<file path="config.mk">
export PLATFORM = sky130hd
export DESIGN_NAME = dldo_mode_ctrl
export DESIGN_NICKNAME = d
export VERILOG_FILES = /design/src/rtl/dldo_ctrl_pkg.sv /design/src/rtl/dldo_act_cnt.sv /design/src/rtl/dldo_mode_ctrl.sv
export SDC_FILE = /design/constraint.sdc
export NUM_CORES = 1
export LEC_CHECK = 0
export ABC_AREA = 1
export CAP_MARGIN = 0
export CORE_MARGIN = 1
export CORE_UTILIZATION = 40
export DETAILED_ROUTE_END_ITERATION = 16
export PLACE_DENSITY = 0.79
export SYNTH_ARGS = -nofsm -noshare
export SYNTH_HDL_FRONTEND = slang
export SYNTH_SLANG_ARGS = --single-unit
export TNS_END_PERCENT = 100
</file>
<file path="constraint.sdc">
create_clock -name clk -period 1.5 [get_ports clk]
set_input_delay 0.3 -clock clk [delete_from_list [all_inputs] [get_ports clk]]
set_output_delay 0.3 -clock clk [all_outputs]
set_load 0.01 [all_outputs]
</file>
<file path="src/rtl/dldo_ctrl_pkg.sv">
// Shared definitions for the digital LDO mode controller and its neighbours:
// state encoding and default parameter values.
package dldo_ctrl_pkg;

  typedef enum logic [1:0] {
    IDLE   = 2'd0,
    COARSE = 2'd1,
    FINE   = 2'd2,
    LOCK   = 2'd3
  } dldo_state_e;

  localparam int DEF_L          = 16;
  localparam int DEF_M          = 16;
  localparam int DEF_LOCK_CNT   = 8;
  localparam int DEF_SAT_CYC    = 4;
  localparam int DEF_UNLOCK_CNT = 4;
  localparam int DEF_CNT_W      = 4;

endpackage

</file>
<file path="src/rtl/dldo_act_cnt.sv">
// Saturating activity counter: counts consecutive cycles with inc high,
// returns to zero whenever inc drops or clr is asserted.
module dldo_act_cnt #(
  parameter int CNT_W = 4
) (
  input  logic             clk,
  input  logic             rst,
  input  logic             inc_i,
  input  logic             clr_i,
  output logic [CNT_W-1:0] cnt_o
);

  logic [CNT_W-1:0] cnt_q, cnt_d;

  always_comb begin
    cnt_d = '0;
    if (!clr_i && inc_i) begin
      cnt_d = (cnt_q == {CNT_W{1'b1}}) ? cnt_q : cnt_q + 1'b1;
    end
  end

  always_ff @(posedge clk or posedge rst) begin
    if (rst) begin
      cnt_q <= '0;
    end else begin
      cnt_q <= cnt_d;
    end
  end

  assign cnt_o = cnt_q;

endmodule

</file>
<file path="src/rtl/dldo_mode_ctrl.sv">
// Mode controller for the DLDO coarse/fine thermometer arrays: sequences
// coarse acquisition, fine tracking, coarse hand-off and limit-cycle lock.
module dldo_mode_ctrl
  import dldo_ctrl_pkg::*;
#(
  parameter int L          = DEF_L,
  parameter int M          = DEF_M,
  parameter int LOCK_CNT   = DEF_LOCK_CNT,
  parameter int SAT_CYC    = DEF_SAT_CYC,
  parameter int UNLOCK_CNT = DEF_UNLOCK_CNT,
  parameter int CNT_W      = DEF_CNT_W
) (
  input  logic         clk,
  input  logic         rst,
  input  logic         en,
  input  logic         comp_in,
  input  logic [L-1:0] fine_out,
  input  logic [M-1:0] coarse_out,
  output logic         fine_en,
  output logic         coarse_en,
  output logic         locked,
  output logic         coarse_sat,
  output logic [1:0]   state
);

  localparam logic [CNT_W-1:0] LockLast   = CNT_W'(LOCK_CNT - 1);
  localparam logic [CNT_W-1:0] SatLast    = CNT_W'(SAT_CYC - 1);
  localparam logic [CNT_W-1:0] UnlockLast = CNT_W'(UNLOCK_CNT - 1);

  dldo_state_e      state_q, state_d;
  logic             comp_q, comp_v_q, coarse_sat_q, coarse_sat_d;
  logic             toggle, fineSat, coarseSat, stateChange;
  logic [CNT_W-1:0] togCnt, holdCnt, satCnt;

  // comp_v masks the first compare after leaving IDLE so the reset value of
  // comp_q can never masquerade as a crossing.
  assign toggle    = comp_v_q & (comp_in != comp_q);
  assign fineSat   = (&fine_out & comp_in) | (~|fine_out & ~comp_in);
  assign coarseSat = (&coarse_out & comp_in) | (~|coarse_out & ~comp_in);

  always_comb begin
    state_d = state_q;
    if (!en) begin
      state_d = IDLE;
    end else begin
      case (state_q)
        IDLE:   state_d = COARSE;
        COARSE: if (toggle && !coarseSat) state_d = FINE;
        FINE: begin
          if (fineSat && satCnt == SatLast) state_d = COARSE;
          else if (toggle && togCnt == LockLast) state_d = LOCK;
        end
        LOCK:   if (!toggle && holdCnt == UnlockLast) state_d = FINE;
        default: state_d = IDLE;
      endcase
    end
  end

  assign stateChange = (state_d != state_q);

  always_comb begin
    coarse_sat_d = coarse_sat_q;
    if (state_d != COARSE) begin
      coarse_sat_d = 1'b0;
    end else if (state_q == COARSE && coarseSat) begin
      coarse_sat_d = 1'b1;
    end
  end

  always_ff @(posedge clk or posedge rst) begin
    if (rst) begin
      state_q      <= IDLE;
      comp_q       <= 1'b0;
      comp_v_q     <= 1'b0;
      coarse_sat_q <= 1'b0;
    end else begin
      state_q      <= state_d;
      comp_q       <= comp_in;
      comp_v_q     <= (state_q != IDLE);
      coarse_sat_q <= coarse_sat_d;
    end
  end

  dldo_act_cnt #(.CNT_W(CNT_W)) u_tog_cnt (
    .clk(clk), .rst(rst), .inc_i(toggle), .clr_i(stateChange), .cnt_o(togCnt)
  );

  dldo_act_cnt #(.CNT_W(CNT_W)) u_hold_cnt (
    .clk(clk), .rst(rst), .inc_i(~toggle), .clr_i(stateChange), .cnt_o(holdCnt)
  );

  dldo_act_cnt #(.CNT_W(CNT_W)) u_sat_cnt (
    .clk(clk), .rst(rst), .inc_i(fineSat), .clr_i(stateChange), .cnt_o(satCnt)
  );

  // Enables decode purely from the state register, so they can never overlap.
  assign coarse_en  = (state_q == COARSE);
  assign fine_en    = (state_q == FINE);
  assign locked     = (state_q == LOCK);
  assign coarse_sat = coarse_sat_q;
  assign state      = state_q;

endmodule

</file>
## After elaboration in Yosys (flattened, before gate mapping)

Index checks and enable logic that the tools add are counted.

- Word-level logic and storage cells: 68
- Register bits after elaboration: 17
- Input bits: 36

- Equality and inequality tests: 15
- Bitwise gates (word level): 9
- Reduce and logical (&&, ||, !) cells: 20
- $add $sub $neg: 3
- Multiplexer cells: 14

Operator list:

| operator | count |
|---|---|
| $reduce_and 16->1 | 2 |
| $reduce_or 16->1 | 2 |
| $mux 4 | 6 |
| $add 4x1->4 const B | 3 |
| $eq 4x4->1 const B | 3 |
| $mux 2 | 5 |
| $eq 4x2->1 const B | 2 |
| $logic_and 1x1->1 | 8 |
| $pmux 2 s4 | 1 |
| $ne 2x2->1 const B | 3 |
| $and 1x1->1 | 5 |
| $logic_not 1->1 | 5 |
| $eq 2x2->1 const B | 2 |
| $eq 4x3->1 const B | 1 |
| $reduce_bool 2->1 | 2 |
| $eq 2x1->1 const B | 1 |
| $logic_not 2->1 | 1 |
| $mux 1 | 2 |
| $ne 2x1->1 const B | 1 |
| $ne 2x2->1 | 1 |
| $not 1->1 | 2 |
| $or 1x1->1 | 2 |
| $ne 1x1->1 | 1 |

## Depth between registers and ports, before layout

- Depth after elaboration: 13
- Gate-level depth with buffers: 15

## Hierarchy

From an unflattened synthesis, not the netlist that was laid out.

- Cells, all modules: 191
- Area, all modules: 1,318.8 um^2

Modules (own cells, without submodules):

| module | times used | cells an instance | area each (um^2) |
|---|---|---|---|
| dldo_mode_ctrl | 1 | 107 | 665.6 |
| dldo_act_cnt | 3 | 28 | 217.7 |

## Least setup slack after synthesis

Ideal clock, no wire load.

- Path kind: reg2reg
- From: register u_hold_cnt.cnt_q[0], in the netlist u_hold_cnt.cnt_o[0]
- To: register u_hold_cnt.cnt_q[2], in the netlist u_hold_cnt.cnt_o[2]
- Library setup time: 121 ps
- Arrival time: 1,383 ps
- Cell stages (with the launch flop): 13
- Period minus slack after synthesis: 1,504 ps
- Buffers on the path: 0
- Setup slack: -4 ps
- Path through: dfrtp_1 -> ha_1 -> inv_1 -> nor3_1 -> nand2_1 -> nand2_1 -> nand2_1 -> a21oi_1 -> nand2_2 -> nand2_4 -> nand2_4 -> nand4_2 -> nor2_1

- Cells in the longest elaborated chain, start to end: 9
- Elaborated cells on any way between the ends: 13
- Classes of those cells: add/sub: 1; eq/ne: 4; mux: 5; reduce/logical: 3

RTL lines:

| what | line | RTL |
|---|---|---|
| start: declaration | dldo_act_cnt.sv:13 | `logic [CNT_W-1:0] cnt_q, cnt_d;` |
| start signal: assignment | dldo_act_cnt.sv:26 | `cnt_q <= cnt_d;` |
| $eq 4x2->1 | dldo_mode_ctrl.sv:53 | `LOCK: if (!toggle && holdCnt == UnlockLast) state_d = FINE;` |
| $logic_and 1x1->1 | dldo_mode_ctrl.sv:53 |  |
| $mux 2 | dldo_mode_ctrl.sv:53 |  |
| $pmux 2 s4 | dldo_mode_ctrl.sv:46 | `case (state_q)` |
| $mux 2 | dldo_mode_ctrl.sv:43 | `if (!en) begin` |
| $ne 2x2->1 | dldo_mode_ctrl.sv:59 | `assign stateChange = (state_d != state_q);` |
| $logic_not 1->1 | dldo_act_cnt.sv:17 | `if (!clr_i && inc_i) begin` |
| $logic_and 1x1->1 | dldo_act_cnt.sv:17 |  |
| $ne 2x2->1 (no line) or $mux 4 (tied branches) | n/a |  |

Parallel ways exist; a longest one is shown, timed or not. The select of a mux whose other input is x is not followed.
A chain may end at the register's enable or synchronous reset.

## Worst setup path after layout

- From: register u_tog_cnt.cnt_q[1], in the netlist u_tog_cnt.cnt_o[1]
- To: register coarse_sat_q, in the netlist coarse_sat

- Cells in the longest elaborated chain, start to end: 8
- Elaborated cells on any way between the ends: 9
- Classes of those cells: eq/ne: 2; mux: 5; reduce/logical: 2

RTL lines:

| what | line | RTL |
|---|---|---|
| start: declaration | dldo_act_cnt.sv:13 |  |
| start signal: assignment | dldo_act_cnt.sv:26 |  |
| $eq 4x3->1 * | dldo_mode_ctrl.sv:51 | `else if (toggle && togCnt == LockLast) state_d = LOCK;` |
| $logic_and 1x1->1 * | dldo_mode_ctrl.sv:51 |  |
| $mux 2 * | dldo_mode_ctrl.sv:51 |  |
| $mux 2 * | dldo_mode_ctrl.sv:50 | `if (fineSat && satCnt == SatLast) state_d = COARSE;` |
| $pmux 2 s4 * | dldo_mode_ctrl.sv:46 |  |
| $mux 2 * | dldo_mode_ctrl.sv:43 |  |
| $ne 2x1->1 * | dldo_mode_ctrl.sv:63 | `if (state_d != COARSE) begin` |
| $mux 1 or $reduce_bool 2->1 (tied branches) | n/a |  |
| end signal: assignment | dldo_mode_ctrl.sv:80 | `coarse_sat_q <= coarse_sat_d;` |
| end: declaration | dldo_mode_ctrl.sv:31 | `logic comp_q, comp_v_q, coarse_sat_q, coarse_sat_d;` |

Every way passes the cells marked *; elsewhere a longest branch is shown, timed or not.

==> impl_metrics.yaml <==
critical_path:
  cpMostUsedCell: "nand2_1"
  cp.required_ps: 1730
  startpoint_type: "flop"
  slowest_delay_ps: 400
  worstSetupPathType: "flop to flop"
  endpoint_kind: "flop"
  crit_slowest_cell: "dfrtp_1"
  cp_cell_sequence: "ha_2 > nand2_2 > nor2_4 > nand2_1 > nand2_1 > nand2_1 > nand2_2 > nand2_4 > buf_6 > buf_6 > nor3_2"
  arrival_ps: 1830
  crit_fanout: 3
cts:
  cts.clk_slew.worst_paths_ps: 100
  clock_latency_ps: 300
  h-tree-depth: 1
  clock_path_buffers: 2
  holdBufCountCts: 0
  numCtsBuffers: 3
  root_buffer: "clkbuf_4"
  cts_tree: "yes"
  cts_sinks: 17
run_status:
  status: "complete, but fails checks"
  violations: "negative setup slack"
sta:
  tightestPinTransition_ps: 291.1
  period_share: 1.064
  setup-violations-final: 14
  max_freq_ghz: 0.6264
  fin_ws_ps: -96.46
  rsz0062_at_grt: "true"
  fin_skew_ps: 11.00
  final.min_clock_period_ps: 1596
  fin_tns_setup_ps: -959.7
  hold_viol_final: 0
  relSlewSlack: 0.8044
  maxSlewViolCount: 0
layout:
  drive_gt1_frac: 0.3154
  nets: 281
  diodes: 0
  syn2layout_area_growth_pct: 66.81
drt:
  wire_per_inst_um: 11.08
  top_layer: "met4"
  num_vias: 1296
  drtIter0Drc: 31
  ant_nets: 0
  wirelength_um: 3015
  dr_wl_met3_um: 94
  dr.pass1.iters: 4
  vias_per_cell: 4.765
  wl_met2_um: 1627
  drc: 0
  wl_met1_um: 1240
grt:
  grt_pass1_vias: 1251
  antenna_found_initial: 0
  grt_pass1_wl_um: 4926
  grt_max_degree: 18
  grt_overflow: 0
  grt_use_total: 0.2033
synthesis:
  netlist_area_um2: 1165
  synth_nets: 205
  yosys_warnings: 0
  ys_seq_area_frac: 0.3652
  avgSynthCellArea_um2: 7.017
  synthCells: 166
  ys_ff_latch: 17
  synth.distinct_cells: 24
pwr:
  max-vdd-ir-drop_mv: 0.8474
  power_density_nw_per_um2: 591.7
  p_leak_nw: 0.9523
  totalPowerFinal_w: 0.001150
placed_design:
  portBuffers: 41
  gp_congestion: 0.8583
  post-dp-hpwl_um: 2275
min_path:
  holdCritPathClass: "input pin to asynchronous set/reset pin"
die:
  dieArea_um2: 3132
  die_height_um: 55.97
  die_w_um: 55.97
  start_util: 0.4224
  row_count: 19
  core_area_um2: 2758
  ioPinCount: 42
job:
  max_cap_viol_count: 0
## per-stage QoR
step	setup WS, ps	utilization	cells	hold WS (ps)	instance area, µm²
after floorplan	0.4992	-	166	226.1	1167
after global placement	-490.2	0.6434	259	550.7	1774
after detailed placement	-550.5	0.6434	259	562.2	1774
after CTS	-71.96	0.6733	268	298.3	1857
after global routing	-196.2	0.7046	272	313.6	1943
final	-96.46	0.7046	272	287.9	1943
## placed cells by master (no fill, tap or decap), types with 2 or more instances in the layout
cell type and count:
nand2_1 36, dlygate4sd2_1 33, nor2_1 28, buf_4 28
dfrtp_1 17, inv_1 12, nor2_2 11, nand3_1 7
inv_2 6, a21oi_1 6, nand2_2 5, clkdlybuf4s50_1 5
nor3_2 4, o21ai_0 4, nand4_1 3, nand4_4 3
clkbuf_4 3, xnor2_1 2, or2_0 2, nand3_2 2
nand3_4 2, a21oi_2 2, mux2i_1 2, ha_2 2
buf_2 2, buf_6 2
## sequential cells by signal, indices dropped and copies added, names as in the netlist
signal            count
u_hold_cnt.cnt_o      4
u_tog_cnt.cnt_o       4
comp_v_q              1
u_sat_cnt.cnt_o       4
state                 2
coarse_sat            1
comp_q                1
## synthesized netlist by cell type
cell type  instances  area share
a21o_1             1      0.0064
a21oi_1            7       0.030
a21oi_2            1      0.0075
dfrtp_1           17        0.37
ha_1               3       0.032
inv_1             16       0.052
inv_2              2      0.0064
mux2i_1            2       0.017
nand2_1           39        0.13
nand2_2            2       0.011
nand2_4            2       0.019
nand3_1            8       0.034
nand3_2            3       0.026
nand3b_1           1      0.0064
nand4_1            3       0.016
nand4_2            3       0.032
nor2_1            40        0.13
nor3_1             5       0.021
o21ai_0            4       0.017
o21bai_1           1      0.0064
or2_0              2       0.011
or2_1              1      0.0054
xnor2_1            2       0.015
xor2_1             1      0.0075
## cell type report
type | count | area, µm²
repair buffers | 71 | 586.8
inverters | 18 | 67.56
flip-flops and latches | 17 | 425.4
clock buffers | 4 | 26.28
fillers | 238 | 814.5
multi-input cells | 131 | 798.3
well taps | 31 | 38.79
## per-layer routing
| metal | up-vias | track usage |
|---|---|---|
| li1 | 683 | - |
| met1 | 585 | 0.2224 |
| met2 | 23 | 0.3912 |
| met3 | 5 | 0.03023 |
| met4 | 0 | 0.07317 |
| met5 | - | 0 |
## worst max-delay path, delay by kind of cell, from the launching register on
kind,cells,cell delay [ps]
fa+ha+maj,1,200
flops,1,400
buf+inv,2,230
simple gates,8,700
## cells by family after synthesis
kind of cell,share of synthesized area
buffers and inverters,0.05801
adders and majority gates,0.03223
and+or+nand+nor,0.4372
xor gates and xnor gates,0.02256
AOI/OAI and AO/OA,0.06767
DFF,0.3652
muxes,0.01719
## final timing paths
path                                                      from                        endpoint  slack (ps)  depth (start not counted)
min in group clk                                       comp_in                comp_q$_DFF_PP0_         370                          1
worst max-delay path            u_tog_cnt.cnt_o[1]$_DFFE_PP0P_          coarse_sat$_DFFE_PP0P_        -100                         11
worst min-delay path                                       rst  u_tog_cnt.cnt_o[2]$_DFFE_PP0P_         290                          3
max in group asynchronous                                  rst                comp_q$_DFF_PP0_        1020                          3
worst max register to register  u_tog_cnt.cnt_o[1]$_DFFE_PP0P_          coarse_sat$_DFFE_PP0P_        -100                         11
worst min register to register  u_sat_cnt.cnt_o[2]$_DFFE_PP0P_  u_sat_cnt.cnt_o[2]$_DFFE_PP0P_         610                          2
## timing repair
action / 4_1_cts / 5_1_grt
gates resized for setup: 56 / 23
buffers inserted: 5 / 4
endpoints found under the setup margin: 20 / 16
pin swaps: 27 / 15
## power by group
group          internal [W]  switching (W)  leakage, nW
clock network      0.000104       0.000144       0.0150
registers          0.000484      0.0000148        0.229
logic              0.000210       0.000194        0.709
total              0.000798       0.000352        0.952
No activity file was read; power rests on OpenSTA's default activity.
